[src/rtl/mux_share_arbiter.sv]
// Purpose: round-robin share of one 4-bit LED output between two switch requesters (X on SW[3:0], Y on SW[7:4]).
// Latency: request/release switch to grant LEDs on the 3rd rising edge; data switch to LEDs in 1 cycle.
// Backpressure: none; a loser waits for a drop, a KEY[1] release or expiry of the holder's time quantum.
module mux_share_arbiter #(
    parameter int WIDTH   = 4,
    parameter int QUANTUM = 50_000_000
) (
    input  logic       CLOCK_50,
    input  logic [3:0] KEY,
    input  logic [9:0] SW,
    output logic [9:0] LEDR
);

    // A counter of at least one bit keeps QUANTUM=1 legal (reload value 0 -> decide every cycle).
    localparam int CW = (QUANTUM > 1) ? $clog2(QUANTUM) : 1;
    localparam logic [CW-1:0] RELOAD = CW'(QUANTUM - 1);
    // Only the low WIDTH bits of each requester's nibble reach the LEDs.
    localparam logic [3:0] DMASK = 4'((1 << WIDTH) - 1);

    localparam logic [1:0] IDLE    = 2'd0;
    localparam logic [1:0] GRANT_X = 2'd1;
    localparam logic [1:0] GRANT_Y = 2'd2;

    localparam logic LG_X = 1'b0;
    localparam logic LG_Y = 1'b1;

    logic          rst_n;
    logic [1:0]    req_s1, req_s2;
    logic          rel_s1, rel_s2, rel_d;
    logic          rel_pulse;
    logic          rx, ry;
    logic [7:0]    data_q;
    logic [1:0]    state, state_nxt;
    logic          last_grant, last_nxt;
    logic [CW-1:0] counter, cnt_nxt;
    logic          unused_keys;

    assign rst_n       = KEY[0];
    assign unused_keys = ^KEY[3:2];

    // Two-flop synchronizers for the request switches and the release button, plus data capture.
    always_ff @(posedge CLOCK_50 or negedge rst_n) begin
        if (!rst_n) begin
            req_s1 <= 2'b00;
            req_s2 <= 2'b00;
            rel_s1 <= 1'b1;
            rel_s2 <= 1'b1;
            rel_d  <= 1'b1;
            data_q <= 8'h00;
        end else begin
            req_s1 <= SW[9:8];
            req_s2 <= req_s1;
            rel_s1 <= KEY[1];
            rel_s2 <= rel_s1;
            rel_d  <= rel_s2;
            data_q <= SW[7:0];
        end
    end

    assign rx        = req_s2[0];
    assign ry        = req_s2[1];
    // Button is active-low: a synced 1->0 transition is one release request.
    assign rel_pulse = rel_d & ~rel_s2;

    // Grant decision: drop/release first, then quantum expiry, otherwise count down the slice.
    always_comb begin
        state_nxt = state;
        last_nxt  = last_grant;
        cnt_nxt   = counter;
        case (state)
            IDLE: begin
                if (rx && ry) begin
                    cnt_nxt = RELOAD;
                    state_nxt = (last_grant == LG_Y) ? GRANT_X : GRANT_Y;
                end else if (rx) begin
                    cnt_nxt   = RELOAD;
                    state_nxt = GRANT_X;
                end else if (ry) begin
                    cnt_nxt   = RELOAD;
                    state_nxt = GRANT_Y;
                end
            end
            GRANT_X: begin
                if (!rx || rel_pulse) begin
                    last_nxt = LG_X;
                    if (ry) begin
                        state_nxt = GRANT_Y;
                        cnt_nxt   = RELOAD;
                    end else begin
                        state_nxt = IDLE;
                    end
                end else if (counter == '0) begin
                    cnt_nxt = RELOAD;
                    if (ry) begin
                        last_nxt  = LG_X;
                        state_nxt = GRANT_Y;
                    end
                end else begin
                    cnt_nxt = counter - CW'(1);
                end
            end
            GRANT_Y: begin
                if (!ry || rel_pulse) begin
                    last_nxt = LG_Y;
                    if (rx) begin
                        state_nxt = GRANT_X;
                        cnt_nxt   = RELOAD;
                    end else begin
                        state_nxt = IDLE;
                    end
                end else if (counter == '0) begin
                    cnt_nxt = RELOAD;
                    if (rx) begin
                        last_nxt  = LG_Y;
                        state_nxt = GRANT_X;
                    end
                end else begin
                    cnt_nxt = counter - CW'(1);
                end
            end
            default: begin
                state_nxt = IDLE;
            end
        endcase
    end

    // Arbiter state registers; reset leaves last_grant at Y so X wins the first contention.
    always_ff @(posedge CLOCK_50 or negedge rst_n) begin
        if (!rst_n) begin
            state      <= IDLE;
            last_grant <= LG_Y;
            counter    <= '0;
        end else begin
            state      <= state_nxt;
            last_grant <= last_nxt;
            counter    <= cnt_nxt;
        end
    end

    // LEDs decode registered state and data only, so no switch reaches the LEDs combinationally.
    always_comb begin
        LEDR = 10'h000;
        case (state)
            GRANT_X: begin
                LEDR[3:0] = data_q[3:0] & DMASK;
                LEDR[8]   = 1'b1;
            end
            GRANT_Y: begin
                LEDR[3:0] = data_q[7:4] & DMASK;
                LEDR[9]   = 1'b1;
            end
            default: begin
                LEDR = 10'h000;
            end
        endcase
    end

endmodule
[config.mk]
export PLATFORM = sky130hd
export DESIGN_NAME = mux_share_arbiter
export DESIGN_NICKNAME = d
export VERILOG_FILES = /design/src/rtl/mux_share_arbiter.sv
export SDC_FILE = /design/constraint.sdc
export NUM_CORES = 1
export LEC_CHECK = 0
export CELL_PAD_IN_SITES_DETAIL_PLACEMENT = 0
export CELL_PAD_IN_SITES_GLOBAL_PLACEMENT = 1
export CORE_ASPECT_RATIO = 0.7
export CORE_UTILIZATION = 40
export CTS_CLUSTER_DIAMETER = 50
export DETAILED_ROUTE_END_ITERATION = 7
export GPL_TIMING_DRIVEN = 0
export HOLD_SLACK_MARGIN = 0.08
export PLACE_DENSITY = 0.81
export SYNTH_ARGS = -nofsm -noshare
export SYNTH_HDL_FRONTEND = slang
export SYNTH_SLANG_ARGS = --single-unit
[constraint.sdc]
create_clock -name CLOCK_50 -period 2.4 [get_ports CLOCK_50]
set_input_delay 0.48 -clock CLOCK_50 [delete_from_list [all_inputs] [get_ports CLOCK_50]]
set_output_delay 0.48 -clock CLOCK_50 [all_outputs]
set_load 0.01 [all_outputs]
== Word level (Yosys, flattened, before mapping) ==
Index checks and enable logic that the tools add are counted.

* Word-level logic and storage cells: 61
* Memories: 0
* Register bits after elaboration: 44
* Bits of input ports: 15
* RAM bits: 0
* Memory bits (read-only): 0
* Latch bits: 0
* Output and inout bits: 10

* Div/mod/pow operators: 0
* Multiplexer cells: 30
* Multiply operators: 0
* Order comparisons: 0
* Eq/ne operators: 7
* Shift-type cells: 0
* Bitwise operators: 2
* Reductions and logical operators: 12
* Add/sub/neg operators: 1

{| class="wikitable"
|+ Operator list
! operator !! count
|-
| 26-bit two-way mux || 7
|-
| 26-bit one-hot mux with 3 select lines || 1
|-
| 26-bit zero test || 1
|-
| 26-bit by 1-bit subtractor with 26-bit output, second input constant || 1
|-
| 2-bit two-way mux || 10
|-
| 3-bit != test, second input constant || 5
|-
| 1-bit two-way mux || 9
|-
| 4-bit one-hot mux with 2 select lines || 1
|-
| 2-bit one-hot mux with 3 select lines || 1
|-
| 5-bit AND reduction || 1
|-
| 3-bit AND reduction || 1
|-
| 3-bit nonzero test || 1
|-
| 2-bit by 1-bit equality test with 1-bit output, second input constant || 1
|-
| 2-bit equality test, second input constant || 1
|-
| 1-bit zero test || 2
|-
| 2-bit zero test || 1
|-
| 1-bit logical OR || 2
|-
| 1-bit one-hot mux with 2 select lines || 1
|-
| 2-bit AND reduction || 1
|-
| 2-bit nonzero test || 1
|-
| 1-bit bitwise AND || 1
|-
| 1-bit logical AND || 1
|-
| 1-bit inverter || 1
|}

== Logic depth before layout (Yosys ltp) ==
Gate-level depths: netlist of the first run.

* Depth in word-level cells: 5
* Gate-level depth with buffers: 10
* Mapped depth without buffers: 8

== Worst setup path after synthesis of the first run ==
No wires, ideal clock.

* Kind: register -> register
* Start: register state[1]
* End: register counter[18]
* Setup time: 0.079 ns
* Path slack: 0.256 ns
* Path buffers: 1
* Clock period less this slack: 2.144 ns
* Stages on the path, launching flop included: 10
* Required time: 2.321 ns
* Data arrival time: 2.064 ns
* Cells stage by stage: dfrtp_1 > inv_1 > ha_1 > buf_2 > nand2_1 > a21oi_1 > o21a_1 > nand3_1 > or4_1 > mux2i_1

* Cells in the longest elaborated chain, start to end: 3
* Elaborated cells between the ends (all ways): 7
* Classes of those cells: 3 x eq/ne; 1 x mux; 3 x reduce/logical

{| class="wikitable"
|+ RTL lines
! item !! line !! source
|-
| from (decl) || 33 || <nowiki>logic [1:0] state, state_nxt;</nowiki>
|-
| from (signal assigned) || 134 || <nowiki>state <= state_nxt;</nowiki>
|-
| 2-bit equality test, or another cell as far along || 70 || <nowiki>case (state)</nowiki>
|-
| 3-bit != test (no source line) / 3-bit nonzero test (equally long branches) || n/a ||
|-
| 2-bit AND reduction (no source line) || n/a ||
|-
| to (signal assigned) || 136 || <nowiki>counter <= cnt_nxt;</nowiki>
|-
| to (decl) || 35 || <nowiki>logic [CW-1:0] counter, cnt_nxt;</nowiki>
|}

Parallel ways exist; a longest one is shown, timed or not.
A chain may end at the register's enable or synchronous reset.

== Worst setup path after layout of the first run ==
* Start: register state[0]
* End: register counter[25]

The elaborated chain is that of the path after synthesis.

==> metrics.cfg, run 1 <==
[cells_and_area]
nets = 382
n_fill_cell = 657
drive_above_1_share = 0.208
num_antenna_cells = 0
areaGrowthSynthToFinish_pct = 20.6
postLayoutCoreUtil = 0.507
design_area_um2 = 3490

[timing]
fin_crit_sh = 0.960
worst_slack_ps = 97.1
max_freq_mhz = 434
drv_slew = 0
tightest_slew_ps = 618
holdWs_ps = 141
setup_viol = 0
finClkSkew_ps = 9.93
fin_crit_ps = 2300
grt_setup_unrepaired = yes
hold_viol = 0
slew_headroom = 0.588

[die]
io_pins = 25
die_h_um = 73.2
rows = 25
dieArea_um2 = 7590
die_width_um = 104
start_util = 0.421
core_um2 = 6880

[drt]
vias_per_cell = 5.91
wl_um = 8410
drc = 0
vias = 2691
wl_per_cell_um = 18.5
first_pass_iters = 5
dr.first_iter.drc_count = 232
ant_nets = 0

[clock_network]
clk_pin_slew_worst_paths_ps = 100
clockBufferDepth = 2
cts_root_buffer = clkbuf_8
cts_sinks = 44
cts_tree = done
cts-htree-levels = 2
cts_made_buffers = 5
clkLatencyLatePin_ps = 310

[power_and_ir_drop]
total_power_uw = 4070
pwr_density_cell_nw_per_um2 = 1170
p_leak_uw = 0.00144
irDropWorstVdd_mv = 0.541

[setup_path]
reg2reg_setup_slack_ps = 100
path_max_fanout = 9
worstSetupStartpoint = state[0]$_DFFE_PN0P_
cp.arrival_ps = 2500
r2r-start = state[0]$_DFFE_PN0P_
crit_buf_inv = 2
timing.rr.end = counter[25]$_DFFE_PN0P_
critPathLaunchType = register
worstSetupPathType = reg -> reg
end_kind = register
path_cells = inv_2 > ha_2 > nor2b_1 > o22ai_4 > and2_1 > clkbuf_4 > o31a_1 > o21a_1 > o22a_1
required_ps = 2600
slowest_stage = nor2b_1
critPathTopFamily = compound AO/OA/AOI/OAI gates
rr_worst_depth = 9
max_stage_delay_ps = 420

[grt]
grt_usage = 0.233
grt.overflow.total = 0
antenna_found_initial = 0
grt_pass1_wl_um = 13500
grt_max_degree = 25
grt_pass1_vias = 2477

[synth]
synth_seq_area_share = 0.382
yosysTopAreaCell = dfrtp_1
ys_seq_elements = 44
yosys-top-cells-count = 40 x dfrtp_1, 28 x a21oi_1, 27 x nor2_1, 24 x nand2_1, 15 x o21ai_0
yosysTopAreaCellShare = 0.346
synthesis.area_um2 = 2900
yosys-top-cells-area = dfrtp_1 35%, a21oi_1 4.8%, dfstp_2 3.6%
avgSynthCellArea_um2 = 8.96
ys.flop_type = dfrtp_1
synthCells = 323
yosysWarnings = 0
synth_edf_count = 0
synthMostInstantiatedCell = dfrtp_1
synth_cell_types = 73
async_reset_ff_frac = 1.00

[worst_hold_path]
hold_class = in -> async

[placement]
place.gp.congestion = 0.878
place_hpwl_um = 6030
place_area_um2 = 3230
post-place-ws_ps = -265
portBuffers = 18

[outcome]
status = finished, final reports clean

[flow_run]
max_cap_violations = 0

placed cells by master, fill, tap and decap left out, types with 6 or more instances in the layout:
cell type | Yosys | layout
o21ai_0 | 15 | 14
nand4_1 | 6 | 6
nor2_1 | 27 | 27
a21oi_1 | 28 | 27
inv_1 | 11 | 10
nand3_1 | 8 | 7
nand2_1 | 24 | 24
nor2b_1 | 9 | 8
clkdlybuf4s50_1 | 0 | 13
buf_2 | 7 | 6
o21ai_1 | 6 | 6
buf_4 | 7 | 16
dfrtp_1 | 40 | 40
nor3_1 | 9 | 7
o22ai_1 | 10 | 10
how the worst max path moves through the flow:
stage                              end  slack, ps  depth (start not counted)
2_1_floorplan  counter[18]$_DFFE_PN0P_        260                          9
3_3_place_gp    counter[0]$_DFFE_PN0P_       -430                          1
3_5_place_dp   counter[18]$_DFFE_PN0P_       -260                          9
4_1_cts        counter[25]$_DFFE_PN0P_         20                          7
5_1_grt         counter[1]$_DFFE_PN0P_        -10                         10
6_report       counter[25]$_DFFE_PN0P_        100                          9
sequential cells by signal (all words and copies together) (netlist names):
register	count
req_s2	2
rel_s2	1
last_grant	1
rel_s1	1
counter	26
req_s1	2
rel_d	1
state	2
data_q	8
routing by layer:
layer	routed length, µm	vias to the layer above	track usage
li1	-	1267	-
met1	4290	1318	0.359
met2	3480	99	0.334
met3	580	7	0.0384
met4	53	0	0.0603
met5	0	-	0
cell type report:
class / count / area (µm²) / share of cell area
Tap cell: 94 / 118 / 0.0337
Clock buffer: 5 / 68.8 / 0.0197
Timing Repair Buffer: 27 / 258 / 0.0738
Buffer: 23 / 160 / 0.0459
Multi-Input combinational cell: 248 / 1710 / 0.491
Clock inverter: 3 / 26.3 / 0.00753
Inverter: 11 / 41.3 / 0.0118
Sequential cell: 44 / 1110 / 0.317
kinds of logic (layout without fill, tap and decap cells):
kind of cell,Yosys count,count (layout),synth area share
fa+ha+maj,7,7,0.0302
flops,44,44,0.382
buf+inv,34,69,0.0614
simple gates,121,121,0.248
other cells,1,4,0.00130
mux,2,2,0.00691
compound gates,109,109,0.255
xor+xnor,5,5,0.0151
power breakdown:
group | internal [µW] | switching [µW] | total (µW)
clock | 215 | 299 | 513
combinational | 1010 | 1370 | 2380
sequential | 933 | 246 | 1180
through the flow:
stage / setup TNS [ps] / std cells
3_3_place_gp: -18360 / 438
4_1_cts: 0 / 455
6_report: 0 / 455
5_1_grt: -11.9 / 455
2_1_floorplan: 0 / 326
3_5_place_dp: -1510 / 439
timing repair:
item                       CTS  global route
pin swaps                    1             3
buffers inserted             8             0
setup endpoints to repair   20            19
hold buffers                 0             0
cloned                       0             0
gates resized for setup     19            17
No activity file was read; power rests on OpenSTA's default activity.
==> inputs of run 2 (changes only) <==
--- a/config.mk
+++ b/config.mk
@@ -5,6 +5,7 @@
 export SDC_FILE = /design/constraint.sdc
 export NUM_CORES = 1
 export LEC_CHECK = 0
+export CAP_MARGIN = 20
 export CELL_PAD_IN_SITES_DETAIL_PLACEMENT = 0
 export CELL_PAD_IN_SITES_GLOBAL_PLACEMENT = 1
 export CORE_ASPECT_RATIO = 0.7
==> results of run 2 <==
The final DEF is identical to that of run 1; final timing and power are the same.
==> inputs of run 3 (changes only) <==
==> constraint.sdc (replaced) <==
create_clock -name CLOCK_50 -period 2.5 [get_ports CLOCK_50]
set_input_delay 0.5 -clock CLOCK_50 [delete_from_list [all_inputs] [get_ports CLOCK_50]]
set_output_delay 0.5 -clock CLOCK_50 [all_outputs]
set_load 0.01 [all_outputs]
==> run 3 against run 2 <==
Wire length shrank 1.0%; fmax decreased by 6.1%; cell count shrank 0.66%; global-route usage decreased by 0.30 points; critical path depth shrank 2; worst hold slack improved by 19 ps; largest cell class unchanged.
==> metrics.cfg, run 3 (same netlist as run 1, synthesis figures left out) <==
[setup_path]
path_cells = nor2b_1 > o21ai_0 > clkbuf_2 > nand4_1 > clkbuf_2 > a21oi_1 > nor2_1
crit_buf_inv = 2
end_kind = register
critPathLaunchType = register
worst_path_most_repeated_cell = clkbuf_2
worstSetupPathType = reg -> reg
cp.arrival_ps = 2690
max_stage_delay_ps = 570
slowest_stage = nor2b_1
critPathTopFamily = simple AND/OR/NAND/NOR gates
reg2reg_setup_slack_ps = 50
path_max_fanout = 10
required_ps = 2740

[cells_and_area]
regMostFlops = counter
nets = 379
final_common_cell = dfrtp_1
areaGrowthSynthToFinish_pct = 18.2
num_antenna_cells = 0
n_fill_cell = 651
reg_top3 = counter (26), data_q (8)
design_area_um2 = 3420
largest_reg_flops = 26
drive_above_1_share = 0.182
final_cell_mix = 40 x dfrtp_1, 28 x a21oi_1, 27 x nor2_1, 24 x nand2_1, 15 x o21ai_0

[power_and_ir_drop]
p_seq_frac = 0.292
sw_frac_of_total = 0.469
pwr-share-comb = 0.579
pwr_density_cell_nw_per_um2 = 1130
p_leak_uw = 0.00145
p_int_uw = 2040
p_switching_uw = 1810
p_clk_frac = 0.129
irDropWorstVdd_mv = 0.523

[clock_network]
cts-htree-levels = 2
clk_pin_slew_worst_paths_ps = 100
cts_tree = done
cts_made_buffers = 5
cts_root_buffer = clkbuf_8
cts_sinks = 44
clkLatencyLatePin_ps = 310
holdBufCountCts = 0
clockBufferDepth = 2

[grt]
antenna_found_initial = 0
grt.overflow.total = 0
grt_pass1_vias = 2435
grt_usage = 0.230
grt_max_degree = 25
grt_pass1_wl_um = 13400

[timing]
hold_viol = 0
setup_viol = 0
drv_slew = 0
slew_headroom = 0.330
max_freq_mhz = 408
tightest_slew_ps = 1000
tns_ps = 0
holdWs_ps = 160
fin_crit_sh = 0.981
finClkSkew_ps = 11.2
grt_setup_unrepaired = yes
fin_crit_ps = 2450
worst_slack_ps = 46.5

[outcome]
status = finished, final reports clean

[drt]
first_pass_iters = 5
drc = 0
wl_um = 8320
wl_per_cell_um = 18.4
vias = 2723
ant_nets = 0
dr.first_iter.drc_count = 187
vias_per_cell = 6.02

[placement]
place_area_um2 = 3230
place_hpwl_um = 6030
portBuffers = 18
place.gp.congestion = 0.878
post-place-ws_ps = -165

[worst_hold_path]
hold_class = in -> async

[die]
core_um2 = 6880
dieArea_um2 = 7590
die_h_um = 73.2
rows = 25
io_pins = 25
start_util = 0.421
die_width_um = 104

[flow_run]
max_cap_violations = 0

## run 3: cell count changes in the layout (fill, tap and decap cells not counted), moves of 3 or more
cell            change
dlymetal6s2s_1      +4
buf_4               -3
clkbuf_2            +3
dlygate4sd2_1       -4
## run 3: timing repair
item                       in CTS  in global routing
cloned                          0                  0
resized for setup              10                 13
setup endpoints to repair      13                 22
buffers inserted                3                  2
pin swaps                       0                  1
## run 3: per-stage QoR
stage	instances	util	power, µW
2_1_floorplan	326	-	2550
3_3_place_gp	438	0.466	3130
3_5_place_dp	439	0.469	3170
4_1_cts	450	0.490	3770
5_1_grt	452	0.497	4130
6_report	452	0.497	3850
## run 3: power by group through the flow
stage          clock network [µW]  logic [µW]  registers (µW)
3_5_place_dp                    0        2030            1140
5_1_grt                       540        2450            1150
2_1_floorplan                   0        1480            1080
3_3_place_gp                    0        2000            1130
6_report                      496        2230            1120
4_1_cts                       508        2150            1110
## run 3: area by class of cell
class / instances / area, µm² / share of cell area
multi-input cells: 248 / 1660 / 0.484
flip-flops and latches: 44 / 1110 / 0.323
repair buffers: 24 / 250 / 0.0732
plain buffers: 23 / 155 / 0.0454
well taps: 94 / 118 / 0.0344
clock buffers: 5 / 68.8 / 0.0201
inverters: 11 / 41.3 / 0.0121
clock inverters: 3 / 26.3 / 0.00768
## run 3: final timing paths
check | from | end | cells after the start
setup / recovery | rel_d$_DFF_PN1_ | counter[5]$_DFFE_PN0P_ | 7
hold reg to reg | req_s1[1]$_DFF_PN0_ | req_s2[1]$_DFF_PN0_ | 0
hold / removal | KEY[0] | state[0]$_DFFE_PN0P_ | 1
max in group asynchronous | KEY[0] | rel_s1$_DFF_PN1_ | 2
setup reg to reg | rel_d$_DFF_PN1_ | counter[5]$_DFFE_PN0P_ | 7
min in group CLOCK_50 | req_s1[1]$_DFF_PN0_ | req_s2[1]$_DFF_PN0_ | 0
## run 3: per-layer routing
metal  routed length, µm  GRT usage  up-vias  share of wire
li1                    -          -     1266              -
met5                   0          0        -              0
met2                3380      0.327       97           0.41
met4                  51     0.0556        0         0.0061
met3                 543     0.0384        6          0.065
met1                4350      0.358     1354           0.52
